===== config.mk =====
export PLATFORM = sky130hd
export DESIGN_NAME = seg7_scan_driver
export DESIGN_NICKNAME = d
export VERILOG_FILES = /design/src/rtl/seg7_scan_driver_pkg.sv /design/src/rtl/seg7_scan_driver.sv
export SDC_FILE = /design/constraint.sdc
export NUM_CORES = 1
export LEC_CHECK = 0
export ABC_CLOCK_PERIOD_IN_PS = 2400
export BUFFER_PORTS_ARGS = -buffer_cell sky130_fd_sc_hd__buf_2
export CAP_MARGIN = 15
export CORE_ASPECT_RATIO = 1.75
export CORE_MARGIN = 4
export CORE_UTILIZATION = 55
export DETAILED_ROUTE_END_ITERATION = 7
export HOLD_SLACK_MARGIN = 0.02
export PLACE_DENSITY = 0.92
export RECOVER_POWER = 100
export SKIP_CTS_REPAIR_TIMING = 1
export SYNTH_ARGS = -nofsm -noshare
export SYNTH_HDL_FRONTEND = slang
export SYNTH_SLANG_ARGS = --single-unit

===== constraint.sdc =====
create_clock -name clk -period 2.4 [get_ports clk]
set_input_delay 0 -clock clk [delete_from_list [all_inputs] [get_ports clk]]
set_output_delay 0 -clock clk [all_outputs]
set_load 0.02 [all_outputs]

===== src/rtl/seg7_scan_driver_pkg.sv =====
// Shared constants, state encoding and small decode helpers for the
// four-digit multiplexed 7-segment scan driver.
package seg7_scan_driver_pkg;

    // Active-low segment pattern with every segment off.
    localparam logic [6:0] SEG_BLANK = 7'b1111111;

    // Active-low anode word with every digit deselected.
    localparam logic [3:0] AN_OFF = 4'b1111;

    // Digit slot indices; digit 0 is the rightmost (seconds, low).
    localparam logic [1:0] DIG_SEC_L = 2'd0;
    localparam logic [1:0] DIG_SEC_H = 2'd1;
    localparam logic [1:0] DIG_MIN_L = 2'd2;
    localparam logic [1:0] DIG_MIN_H = 2'd3;

    // Per-slot phase: anti-ghosting blank window, then the lit window.
    typedef enum logic {
        ST_BLANK = 1'b0,
        ST_ON    = 1'b1
    } scan_state_e;

    // Pick one 7-bit digit pattern out of the packed 28-bit bus.
    function automatic logic [6:0] digit_seg(input logic [27:0] seg_bus,
                                             input logic [1:0]  idx);
        logic [6:0] pat;
        pat = SEG_BLANK;
        case (idx)
            DIG_SEC_L: pat = seg_bus[6:0];
            DIG_SEC_H: pat = seg_bus[13:7];
            DIG_MIN_L: pat = seg_bus[20:14];
            DIG_MIN_H: pat = seg_bus[27:21];
        endcase
        return pat;
    endfunction

    // Active-low one-cold anode select for a digit index.
    function automatic logic [3:0] anode_sel(input logic [1:0] idx);
        return ~(4'b0001 << idx);
    endfunction

endpackage


===== src/rtl/seg7_scan_driver.sv =====
// Time-multiplexes four active-low 7-segment digits onto one segment bus.
// Each digit slot is SCAN_DIV cycles long: BLANK_CYCLES with all anodes off
// (suppresses ghosting while the bus changes), then the digit is lit.
// The digit pattern and decimal point are captured once at the start of the
// slot so a mid-slot input change never tears the displayed digit.
// All outputs are registered and computed from the next-state values, so the
// outputs seen in a cycle always agree with cnt/digit/state held that cycle.
module seg7_scan_driver
    import seg7_scan_driver_pkg::*;
#(
    parameter int SCAN_DIV     = 50000,
    parameter int BLANK_CYCLES = 500
) (
    input  logic        clk,
    input  logic        rst,
    input  logic        enable,
    input  logic [27:0] seg_in,
    input  logic [3:0]  dp_mask,
    output logic [6:0]  seg_out,
    output logic        dp_out,
    output logic [3:0]  an_out,
    output logic        frame_tick
);

    localparam int            CW        = $clog2(SCAN_DIV);
    localparam logic [CW-1:0] CNT_LAST  = CW'(SCAN_DIV - 1);
    localparam logic [CW-1:0] BLANK_END = CW'(BLANK_CYCLES);
    localparam bit            NO_BLANK  = (BLANK_CYCLES == 0);

    // Scan position and phase.
    logic [CW-1:0] cnt_q, cnt_d;
    logic [1:0]    digit_q, digit_d;
    scan_state_e   state_q, state_d;

    // Low for the one cycle after a disabled period; the first enabled
    // cycle is then held at digit0/cnt0 so the restart is a full slot.
    logic          run_q, run_d;

    // Per-slot snapshot of the digit being shown.
    logic [6:0]    snap_seg_q, snap_seg_d;
    logic          snap_dp_q, snap_dp_d;
    logic          snap_load;
    logic          wrap;

    // Registered outputs.
    logic [6:0]    seg_q, seg_d;
    logic          dp_q, dp_d;
    logic [3:0]    an_q, an_d;
    logic          tick_q, tick_d;

    // Next scan position and FSM state.
    always_comb begin
        cnt_d   = cnt_q;
        digit_d = digit_q;
        state_d = state_q;
        run_d   = run_q;
        wrap    = 1'b0;
        if (!enable) begin
            // Dark and parked at the start of digit0.
            cnt_d   = '0;
            digit_d = DIG_SEC_L;
            state_d = ST_BLANK;
            run_d   = 1'b0;
        end else if (!run_q) begin
            // First enabled cycle after a dark period: restart at digit0 cnt0.
            cnt_d   = '0;
            digit_d = DIG_SEC_L;
            state_d = ST_BLANK;
            run_d   = 1'b1;
        end else begin
            if (cnt_q == CNT_LAST) begin
                cnt_d   = '0;
                digit_d = digit_q + 2'd1;
                wrap    = 1'b1;
            end else begin
                cnt_d = cnt_q + CW'(1);
            end
            state_d = (cnt_d < BLANK_END) ? ST_BLANK : ST_ON;
        end
    end

    // Snapshot capture. Normally taken while sitting at cnt0 (always a blank
    // cycle when blanking is enabled, and after any restart). With no
    // blanking, cnt0 of a running slot is already lit, so the capture moves
    // to the wrap edge that enters it.
    always_comb begin
        snap_load  = enable && run_q &&
                     (((cnt_q == '0) && (state_q == ST_BLANK)) || (NO_BLANK && wrap));
        snap_seg_d = snap_seg_q;
        snap_dp_d  = snap_dp_q;
        if (snap_load) begin
            snap_seg_d = digit_seg(seg_in, digit_d);
            snap_dp_d  = dp_mask[digit_d];
        end
    end

    // Output decode from the state that will be held next cycle.
    always_comb begin
        seg_d  = SEG_BLANK;
        dp_d   = 1'b1;
        an_d   = AN_OFF;
        tick_d = 1'b0;
        case (state_d)
            ST_BLANK: begin
            end
            ST_ON: begin
                an_d   = anode_sel(digit_d);
                seg_d  = snap_seg_d;
                dp_d   = ~snap_dp_d;
                tick_d = (digit_d == DIG_MIN_H) && (cnt_d == CNT_LAST);
            end
        endcase
    end

    // State, snapshot and output registers with synchronous reset.
    always_ff @(posedge clk) begin
        if (rst) begin
            cnt_q      <= '0;
            digit_q    <= DIG_SEC_L;
            state_q    <= ST_BLANK;
            run_q      <= 1'b1;
            snap_seg_q <= SEG_BLANK;
            snap_dp_q  <= 1'b0;
            seg_q      <= SEG_BLANK;
            dp_q       <= 1'b1;
            an_q       <= AN_OFF;
            tick_q     <= 1'b0;
        end else begin
            cnt_q      <= cnt_d;
            digit_q    <= digit_d;
            state_q    <= state_d;
            run_q      <= run_d;
            snap_seg_q <= snap_seg_d;
            snap_dp_q  <= snap_dp_d;
            seg_q      <= seg_d;
            dp_q       <= dp_d;
            an_q       <= an_d;
            tick_q     <= tick_d;
        end
    end

    assign seg_out    = seg_q;
    assign dp_out     = dp_q;
    assign an_out     = an_q;
    assign frame_tick = tick_q;

endmodule


==> reports/qor.tcl, run 1 <==
set qor(ys_types) 54
set qor(failed_checks) {negative setup slack}
set qor(detail_route.wirelength_mm) 6.94
set qor(final_setup_tns_ps) -49.8
set qor(numCtsBuffers) 5
set qor(cp_num_buf_inv) 3
set qor(post_synth_mux_area_share) 0.0538
set qor(clock-root-buffer) {sky130_fd_sc_hd__clkbuf_8}
set qor(nNetsFinal) 381
set qor(worst_setup_path_start_kind) {register}
set qor(post-synth-top-area-fraction) 0.336
set qor(die_area_um2) 5610
set qor(finalHoldViolations) 0
set qor(count_of_standard_cell_rows) 31
set qor(crit_chain) {inv_2, ha_4, or4b_4, nor4_4, nand4_4, buf_8, buf_6, a22oi_2, a32oi_1, or2_1}
set qor(synthSimpleGateAreaFrac) 0.340
set qor(antenna_found_initial) 0
set qor(initial_core_util) 0.578
set qor(finalSetupViolCount) 3
set qor(ctsHtreeMaxLevel) 2
set qor(grt_setup_unrepaired) {true}
set qor(port_buf_inserts) 47
set qor(ys_seq_elements) 41
set qor(cp-end-kind) {register}
set qor(routed_via_density) 6.39
set qor(layout-drive-gt1-share) 0.259
set qor(post-route-period-util) 1.01
set qor(peakVddDrop_mv) 0.354
set qor(synth_edf_count) 0
set qor(setup_slack_ps) -29.5
set qor(worst_clock_skew_ps) 6.30
set qor(insertion_delay_ps) 290
set qor(power.leakage_nw) 1.19
set qor(outcome) {finished, violations left}
set qor(slowest_stage_delay_cp_ps) 470
set qor(num_io_pins) 48
set qor(netlist.top_cell.by_area) {sky130_fd_sc_hd__dfxtp_1}
set qor(dpl_worst_slack_ps) 122
set qor(synth_compound_area_frac) 0.143
set qor(gpl.final_weighted_congestion) 0.922
set qor(proportion_of_synthesized_chip_area_in_sequential_cells) 0.336
set qor(worst_path_dominant_cell_family) {simple AND/OR/NAND/NOR gates}
set qor(cts_tree) {built}
set qor(syn_area_um2) 2440
set qor(wire_length_of_the_first_global_routing_pass_mm) 10.1
set qor(route.antenna.remaining_nets) 0
set qor(crit_path_top_delay_cell) {sky130_fd_sc_hd__or4b_4}
set qor(utilization) 0.684
set qor(design.core.area_um2) 4230
set qor(worst-slew-pin-transition_ps) 759
set qor(timing_limited_maximum_frequency_ghz) 0.412
set qor(worst-endpoint-required_ps) 2580
set qor(synth.avg_cell_area_um2) 8.42
set qor(die_height_um) 96.2
set qor(detailed_place_hpwl_mm) 4.86
set qor(worst-path-stages) 10
set qor(async_reset_ff_frac) 0
set qor(detailedRoute.firstPassIterationCount) 7
set qor(pin_count_of_the_biggest_net_entering_global_routing) 23
set qor(drt_drc_violations_left) 0
set qor(critPathArrivalTime_ps) 2610
set qor(wl_cell_um) 17.7
set qor(drv_slew) 0
set qor(via_count) 2513
set qor(synthesis.nets) 327
set qor(clock_period_minus_final_worst_setup_slack_ps) 2430
set qor(fp.dieW_um) 58.4
set qor(max_cap_viol_count) 0
set qor(most_frequent_cell_after_synthesis) {sky130_fd_sc_hd__nor2_1}
set qor(ys_dominant_reg_cell) {sky130_fd_sc_hd__dfxtp_1}
set qor(hold_path_depth) 2
set qor(worst_slew_margin_rel) 0.493
set qor(global_route.overflow_total) 0
set qor(areaGrowthSynthToFinish_pct) 18.4
set qor(worstRegToRegCells) 10
set qor(grt_util_all_layers) 0.232
set qor(combinational_family_with_the_most_area_after_synthesis) {simple AND/OR/NAND/NOR gates}
set qor(synth.top_cells.by_area) {sky130_fd_sc_hd__dfxtp_1 (34%), sky130_fd_sc_hd__nor2_1 (6.6%), sky130_fd_sc_hd__nand2_1 (4.9%), sky130_fd_sc_hd__nand2b_1 (3.3%), sky130_fd_sc_hd__mux2i_1 (3.3%)}
set qor(synthCells) 290
set qor(clock-sinks) 41
set qor(worstPathMaxFanout) 7
set qor(power.density_cell_area_nw_per_um2) 455
set qor(vias_in_the_first_global_route) 2332
set qor(max-clock-path-buffers) 2
set qor(parity_gate_share_of_the_synthesized_area_counting_xor_and_xnor_cells) 0.0574
set qor(synth.top_cells.by_count) {sky130_fd_sc_hd__nor2_1 (43), sky130_fd_sc_hd__dfxtp_1 (41), sky130_fd_sc_hd__nand2_1 (32)}
set qor(ys_warn_count) 0
set qor(worst_setup_hold_path_clk_slew_ps) 70
set qor(detailedRoute.firstIterationViolations) 248
set qor(n_antenna_cell) 0
set qor(min-delay-path-class) {input port to register}
set qor(synth_adder_area_share) 0.0102
set qor(critical_path_class) {register to register}
[path summary, 6_finish.rpt]
kind	start	endpoint	slack [ps]
min reg2reg	snap_dp_q	snap_dp_q	570
max	cnt_q[0]	snap_seg_q[5]	-30
min	rst	cnt_q[0]	30
max reg2reg	cnt_q[0]	snap_seg_q[5]	-30
[area by class of cell]
class / count / area (µm²)
multi-input cells: 224 / 1510
fillers: 315 / 1340
flip-flops and latches: 41 / 825
repair buffers: 68 / 395
clock buffers: 7 / 86.3
well taps: 49 / 61.3
inverters: 4 / 15.0
[report_power, final]
group	internal, mW	total [mW]	switching [mW]
clock network	0.228	0.447	0.219
registers	0.694	0.703	0.00897
logic	0.0863	0.166	0.0799
total	1.01	1.32	0.308
[flip-flops by register name, indices dropped and copies added, names as in the netlist]
signal	cells
snap_dp_q	1
state_q	1
run_q	1
digit_q	2
seg_out	7
dp_out	1
an_out	4
frame_tick	1
snap_seg_q	7
cnt_q	16
[metrics by stage]
| step | area [µm²] | hold slack [ps] | total power, mW | cells |
|---|---|---|---|---|
| final | 2890 | 29.4 | 1.32 | 393 |
| after global routing | 2890 | 42.1 | 1.36 | 393 |
| after CTS | 2780 | -51.0 | 1.29 | 384 |
| after detailed placement | 2700 | 247 | 0.852 | 377 |
| after global placement | 2700 | 230 | 0.845 | 377 |
| after floorplan | 2440 | 107 | 0.800 | 290 |
[per-layer routing]
metal	vias to the layer above	GRT usage	routed length [µm]
met5	-	0	0
met4	0	0.143	247
li1	1140	-	-
met2	192	0.437	3690
met1	1139	0.222	2340
met3	42	0.0443	659
[kinds of logic (layout without fill, tap and decap cells)]
family,count (synthesis),count (layout)
AND/OR/NAND/NOR,151,151
AO/OA/AOI/OAI,44,44
flip-flops,41,41
buffers and inverters,25,79
XOR/XNOR,16,16
multiplexers,11,11
adder cells (fa/ha/maj),2,2
[placed cells by master (no fill, tap or decap), types with 6 or more instances in the layout]
master	netlist	layout
sky130_fd_sc_hd__mux2i_1	8	8
sky130_fd_sc_hd__dfxtp_1	41	38
sky130_fd_sc_hd__or2_1	7	7
sky130_fd_sc_hd__buf_4	4	17
sky130_fd_sc_hd__xor2_1	7	7
sky130_fd_sc_hd__nor2_1	43	43
sky130_fd_sc_hd__buf_2	6	35
sky130_fd_sc_hd__xnor2_1	9	9
sky130_fd_sc_hd__nand2b_1	13	13
sky130_fd_sc_hd__a32oi_1	7	7
sky130_fd_sc_hd__and3_1	6	6
sky130_fd_sc_hd__nand4_1	6	6
sky130_fd_sc_hd__clkbuf_8	0	6
sky130_fd_sc_hd__nand2_1	32	31
sky130_fd_sc_hd__nand3_1	14	14
sky130_fd_sc_hd__clkbuf_1	7	13
Note: power is estimated with default switching activity, not from simulation.
==> run 2: changes to the inputs <==
- CORE_ASPECT_RATIO: 1.75 -> 1.25
==> run 2 against run 1 <==
Against the previous run:
- the run now ends clean
- clock skew is 8.0 ps higher
- core utilization is 0.48 points higher
- combinational power is 16% lower
- clock power is 47% higher
- via count is 5.7% lower
- highest routed layer unchanged
- critical path type unchanged
==> reports/qor.tcl, run 2 (synthesis gave the netlist of run 1 again) <==
set qor(post-route-period-util) 0.948 ;# -0.0644
set qor(detailed_place_hpwl_mm) 4.62 ;# -4.9%
set qor(gpl.final_weighted_congestion) 0.967 ;# +4.9%
set qor(areaGrowthSynthToFinish_pct) 18.3 ;# about the same
set qor(final_common_cell) {sky130_fd_sc_hd__nor2_1}
set qor(routed_via_density) 5.90 ;# -7.8%
set qor(nNetsFinal) 382 ;# +0.26%
set qor(crit_path_top_delay_cell) {sky130_fd_sc_hd__or4b_4}
set qor(grt_util_all_layers) 0.232 ;# +0.000435
set qor(wire_length_of_the_first_global_routing_pass_mm) 9.74 ;# -3.6%
set qor(critical_path_class) {register to register}
set qor(finalSetupViolCount) 0 ;# -3
set qor(pin_count_of_the_biggest_net_entering_global_routing) 23 ;# unchanged
set qor(worst_slew_margin_rel) 0.518 ;# +0.0243
set qor(worst_setup_path_start_kind) {register}
set qor(min-delay-path-class) {input port to register}
set qor(power.leakage_nw) 1.19 ;# +0.20%
set qor(cp-end-kind) {register}
set qor(cp_num_buf_inv) 2 ;# -1
set qor(peakVddDrop_mv) 0.373 ;# +5.4%
set qor(die_area_um2) 5580 ;# -0.64%
set qor(port_buf_inserts) 47 ;# unchanged
set qor(vias_in_the_first_global_route) 2213 ;# -5.1%
set qor(finalHoldViolations) 0 ;# unchanged
set qor(number_of_flip_flops_in_the_largest_register) 16 ;# unchanged
set qor(ctsHtreeMaxLevel) 2 ;# unchanged
set qor(multi_input_gate_area_um2) 1470 ;# -2.4%
set qor(layout-drive-gt1-share) 0.228 ;# -0.0304
set qor(insertion_delay_ps) 300 ;# about the same
set qor(detailedRoute.firstPassIterationCount) 6 ;# -1
set qor(global_route.overflow_total) 0 ;# unchanged
set qor(critPathArrivalTime_ps) 2460 ;# -150 ps
set qor(outcome) {finished clean}
set qor(seqCellArea_um2) 821 ;# -0.46%
set qor(die_height_um) 82.5 ;# -14%
set qor(detailedRoute.firstIterationViolations) 268 ;# +8.1%
set qor(wl_cell_um) 15.9 ;# -10%
set qor(worst_clock_skew_ps) 14.3 ;# +7.98 ps
set qor(cts_tree) {built}
set qor(worst_setup_hold_path_clk_slew_ps) 80 ;# about the same
set qor(num_io_pins) 48 ;# unchanged
set qor(numCtsBuffers) 5 ;# unchanged
set qor(worstPathMaxFanout) 13 ;# +6
set qor(max-clock-path-buffers) 2 ;# unchanged
set qor(via_count) 2371 ;# -5.7%
set qor(antenna_found_initial) 0 ;# unchanged
set qor(design.core.area_um2) 4200 ;# -0.74%
set qor(slowest_stage_delay_cp_ps) 480 ;# about the same
set qor(initial_core_util) 0.582 ;# +0.00431
set qor(worst_path_dominant_cell_family) {simple AND/OR/NAND/NOR gates}
set qor(fp.dieW_um) 67.6 ;# +16%
set qor(crit_chain) {inv_1, ha_1, or4b_4, nor4_4, nand4_4, buf_4, a22oi_1, a32oi_1, or2_1}
set qor(n_antenna_cell) 0 ;# unchanged
set qor(max_cap_viol_count) 0 ;# unchanged
set qor(power.density_cell_area_nw_per_um2) 518 ;# +14%
set qor(count_of_standard_cell_rows) 26 ;# -16%
set qor(worst-slew-pin-transition_ps) 723 ;# -36.4 ps
set qor(grt_setup_unrepaired) {false}
set qor(dpl_worst_slack_ps) 93.6 ;# -28.4 ps
set qor(clock-sinks) 41 ;# unchanged
set qor(drt_drc_violations_left) 0 ;# unchanged
set qor(layout.filler_cells) 321 ;# +1.9%
set qor(detail_route.wirelength_mm) 6.37 ;# -8.1%
set qor(worst-endpoint-required_ps) 2590 ;# about the same
set qor(route.antenna.remaining_nets) 0 ;# unchanged
set qor(clock_period_minus_final_worst_setup_slack_ps) 2280 ;# -154 ps
set qor(drv_slew) 0 ;# unchanged
set qor(setup_slack_ps) 125 ;# +154 ps
set qor(timing_limited_maximum_frequency_ghz) 0.440 ;# +6.8%
set qor(largest-register) {cnt_q}
set qor(mostFrequentLayoutCells) {sky130_fd_sc_hd__nor2_1 (43), sky130_fd_sc_hd__dfxtp_1 (41), sky130_fd_sc_hd__buf_2 (33)}
set qor(final_setup_tns_ps) 0 ;# +49.8 ps
set qor(clock-root-buffer) {sky130_fd_sc_hd__clkbuf_8}
-- run 2: changes by cell type in the layout (fill, tap and decap cells not counted), moves of 2 or more --
cell	previous run	this run
sky130_fd_sc_hd__buf_6	2	0
sky130_fd_sc_hd__buf_2	35	33
sky130_fd_sc_hd__inv_2	2	0
sky130_fd_sc_hd__inv_1	2	4
sky130_fd_sc_hd__dfxtp_1	38	41
sky130_fd_sc_hd__clkbuf_1	13	16
sky130_fd_sc_hd__o311ai_0	4	7
sky130_fd_sc_hd__dfxtp_2	3	0
sky130_fd_sc_hd__o311ai_1	3	0
sky130_fd_sc_hd__buf_4	17	19
sky130_fd_sc_hd__bufinv_16	0	2
-- run 2: area by class of cell --
| type | instances | area share |
|---|---|---|
| clock buffer | 5 | 0.0238 |
| inverter | 4 | 0.00519 |
| timing repair buffer | 69 | 0.131 |
| clock inverter | 3 | 0.0225 |
| multi-input combinational | 224 | 0.510 |
| sequential | 41 | 0.284 |
| tap | 56 | 0.0242 |
-- run 2: power breakdown --
part           total [mW]  switching [mW]  internal (mW)
logic               0.140          0.0710         0.0688
clock network       0.655           0.242          0.413
registers           0.701         0.00786          0.693
-- run 2: metrics by stage --
step / cells / hold slack [ps] / area, µm² / power (mW) / util
2_1_floorplan: 290 / 107 / 2440 / 0.800 / -
3_3_place_gp: 391 / 225 / 2760 / 0.841 / 0.657
3_5_place_dp: 391 / 233 / 2760 / 0.849 / 0.657
4_1_cts: 399 / -73.1 / 2890 / 1.49 / 0.689
5_1_grt: 402 / 41.1 / 2890 / 1.54 / 0.689
6_report: 402 / 36.1 / 2890 / 1.50 / 0.689
-- run 2: final timing paths --
path | from | end | slack [ps] | cells after the start
max | cnt_q[0] | snap_seg_q[0] | 120 | 9
min | rst | cnt_q[0] | 40 | 2
max reg2reg | cnt_q[0] | snap_seg_q[0] | 120 | 9
min reg2reg | snap_seg_q[5] | seg_out[5] | 600 | 3
-- run 2: layer usage --
| layer | global-route usage | wire [µm] |
|---|---|---|
| met5 | 0 | 0 |
| met4 | 0.103 | 234 |
| met3 | 0.0419 | 462 |
| met2 | 0.426 | 3150 |
| met1 | 0.254 | 2530 |
==> run 3: changes to the inputs <==
- CORE_UTILIZATION: 55 -> 40
- PLACE_DENSITY: 0.92 -> 0.73
==> run 3 against run 2 <==
Against the previous run:
- design area fell by 0.35%
- worst hold slack lost 9.4 ps
- global-route usage fell by 5.9 points
- non-clock buffer count decreased by 3
- clock power decreased by 10%
- sequential share of layout area up 0.19 points
- worst setup slack improved by 54 ps
- largest cell class unchanged
- highest routed layer unchanged
==> reports/qor.tcl, run 3 (synthesis gave the netlist of run 1 again) <==
set qor(final_setup_tns_ps) 0 ;# unchanged
set qor(areaGrowthSynthToFinish_pct) 17.9
set qor(gpl.final_weighted_congestion) 0.937 ;# -3.1%
set qor(mostFrequentLayoutCells) {sky130_fd_sc_hd__nor2_1 (43), sky130_fd_sc_hd__dfxtp_1 (39), sky130_fd_sc_hd__buf_2 (33)}
set qor(final_area_um2) 2880 ;# -0.35%
set qor(worst_clock_skew_ps) 6.72 ;# -7.56 ps
set qor(insertion_delay_ps) 300 ;# about the same
set qor(worstPathMaxFanout) 14 ;# +1
set qor(port_buf_inserts) 47 ;# unchanged
set qor(nNetsFinal) 379 ;# -0.79%
set qor(dpl_worst_slack_ps) 131 ;# +37.8 ps
set qor(outcome) {finished clean}
set qor(drt_drc_violations_left) 0 ;# unchanged
set qor(setup_slack_ps) 179 ;# +54.3 ps
set qor(worst-endpoint-required_ps) 2600 ;# about the same
set qor(fp.dieW_um) 77.9 ;# +15%
set qor(power.density_cell_area_nw_per_um2) 494 ;# -4.5%
set qor(design.core.area_um2) 5860 ;# +40%
set qor(clock_period_minus_final_worst_setup_slack_ps) 2220 ;# -54.3 ps
set qor(worst_slew_margin_rel) 0.527 ;# +0.00896
set qor(worst-slew-pin-transition_ps) 709 ;# -13.4 ps
set qor(route.antenna.remaining_nets) 0 ;# unchanged
set qor(vias_in_the_first_global_route) 2204 ;# -0.41%
set qor(initial_core_util) 0.417 ;# -0.165
set qor(detailed_place_hpwl_mm) 4.51 ;# -2.5%
set qor(detailedRoute.firstPassIterationCount) 4 ;# -2
set qor(min-delay-path-class) {input port to register}
set qor(num_io_pins) 48 ;# unchanged
set qor(cp-end-kind) {register}
set qor(clock-sinks) 41 ;# unchanged
set qor(timing_limited_maximum_frequency_ghz) 0.450 ;# +2.4%
set qor(clock-root-buffer) {sky130_fd_sc_hd__clkbuf_8}
set qor(critical_path_class) {register to register}
set qor(power.leakage_nw) 1.16 ;# -2.4%
set qor(routed_via_density) 5.37 ;# -8.9%
set qor(post_dp_cell_area_um2) 2770 ;# +0.36%
set qor(wire_length_of_the_first_global_routing_pass_mm) 10.3 ;# +5.6%
set qor(finalSetupViolCount) 0 ;# unchanged
set qor(number_of_flip_flops_in_the_largest_register) 16 ;# unchanged
set qor(detailedRoute.firstIterationViolations) 135 ;# -50%
set qor(grt_setup_unrepaired) {false}
set qor(wl_cell_um) 14.4 ;# -9.4%
set qor(detail_route.wirelength_mm) 6.11 ;# -4.2%
set qor(critPathArrivalTime_ps) 2420 ;# -40 ps
set qor(ctsHtreeMaxLevel) 2 ;# unchanged
set qor(finalHoldViolations) 0 ;# unchanged
set qor(largest-register) {cnt_q}
set qor(utilization) 0.492 ;# -0.197
set qor(max_cap_viol_count) 0 ;# unchanged
set qor(die_height_um) 95.4 ;# +16%
set qor(n_antenna_cell) 0 ;# unchanged
set qor(count_of_standard_cell_rows) 31 ;# +19%
set qor(worst_setup_hold_path_clk_slew_ps) 80 ;# about the same
set qor(global_route.overflow_total) 0 ;# unchanged
set qor(antenna_found_initial) 0 ;# unchanged
set qor(max-clock-path-buffers) 2 ;# unchanged
set qor(grt_util_all_layers) 0.173 ;# -0.0594
set qor(peakVddDrop_mv) 0.179 ;# -52%
set qor(final_common_cell) {sky130_fd_sc_hd__nor2_1}
set qor(layout.filler_cells) 587 ;# +83%
set qor(die_area_um2) 7430 ;# +33%
set qor(post-route-period-util) 0.925 ;# -0.0226
set qor(via_count) 2283 ;# -3.7%
set qor(pin_count_of_the_biggest_net_entering_global_routing) 23 ;# unchanged
set qor(numCtsBuffers) 5 ;# unchanged
set qor(layout-drive-gt1-share) 0.224 ;# -0.00383
set qor(cts_tree) {built}
set qor(drv_slew) 0 ;# unchanged
set qor(worst_setup_path_start_kind) {register}
==> run 3: final timing paths <==
check | start | endpoint | slack (ps) | cells after the start
worst max-delay path | cnt_q[0] | dp_out | 180 | 8
worst min register to register | snap_dp_q | snap_dp_q | 550 | 3
worst min-delay path | rst | snap_dp_q | 30 | 2
worst max register to register | cnt_q[0] | dp_out | 180 | 8
==> run 3: per-layer routing <==
| metal | part of all wire | vias to the layer above | track usage |
|---|---|---|---|
| met5 | 0 | - | 0 |
| met4 | 0.020 | 0 | 0.0773 |
| met3 | 0.057 | 14 | 0.0425 |
| met2 | 0.50 | 74 | 0.301 |
| met1 | 0.42 | 1051 | 0.200 |
| li1 | - | 1144 | - |
==> run 3: worst max-delay path, stage by stage, from the launching register on <==
cell and delay, ps:
sky130_fd_sc_hd__dfxtp_1 340, sky130_fd_sc_hd__inv_1 80, sky130_fd_sc_hd__ha_1 150, sky130_fd_sc_hd__or4b_4 470, sky130_fd_sc_hd__nor4_4 190, sky130_fd_sc_hd__nand4_4 260, sky130_fd_sc_hd__a221o_1 320, sky130_fd_sc_hd__o21a_1 180
sky130_fd_sc_hd__nand2b_1 130
==> run 3: power breakdown <==
group / leakage, nW / switching (mW) / internal, mW / total, mW
clock: 0.0574 / 0.250 / 0.338 / 0.589
sequential: 0.334 / 0.00728 / 0.693 / 0.700
combinational: 0.770 / 0.0665 / 0.0680 / 0.134
total: 1.16 / 0.324 / 1.10 / 1.42
==> run 3: layout make-up <==
cell class                 instances  area, µm²  share of cell area
timing repair buffer              66        352               0.122
inverter                           4       15.0             0.00521
tap                               82        103              0.0356
clock buffer                       6       82.6              0.0287
sequential                        41        823               0.286
clock inverter                     2       37.5              0.0130
multi-input combinational        224       1470               0.510
==> run 3: stage by stage <==
step	instances	power (mW)	hold slack [ps]
6_report	425	1.42	26.7
3_5_place_dp	414	0.848	232
3_3_place_gp	414	0.844	228
5_1_grt	425	1.49	55.2
4_1_cts	422	1.43	-73.3
2_1_floorplan	290	0.800	107
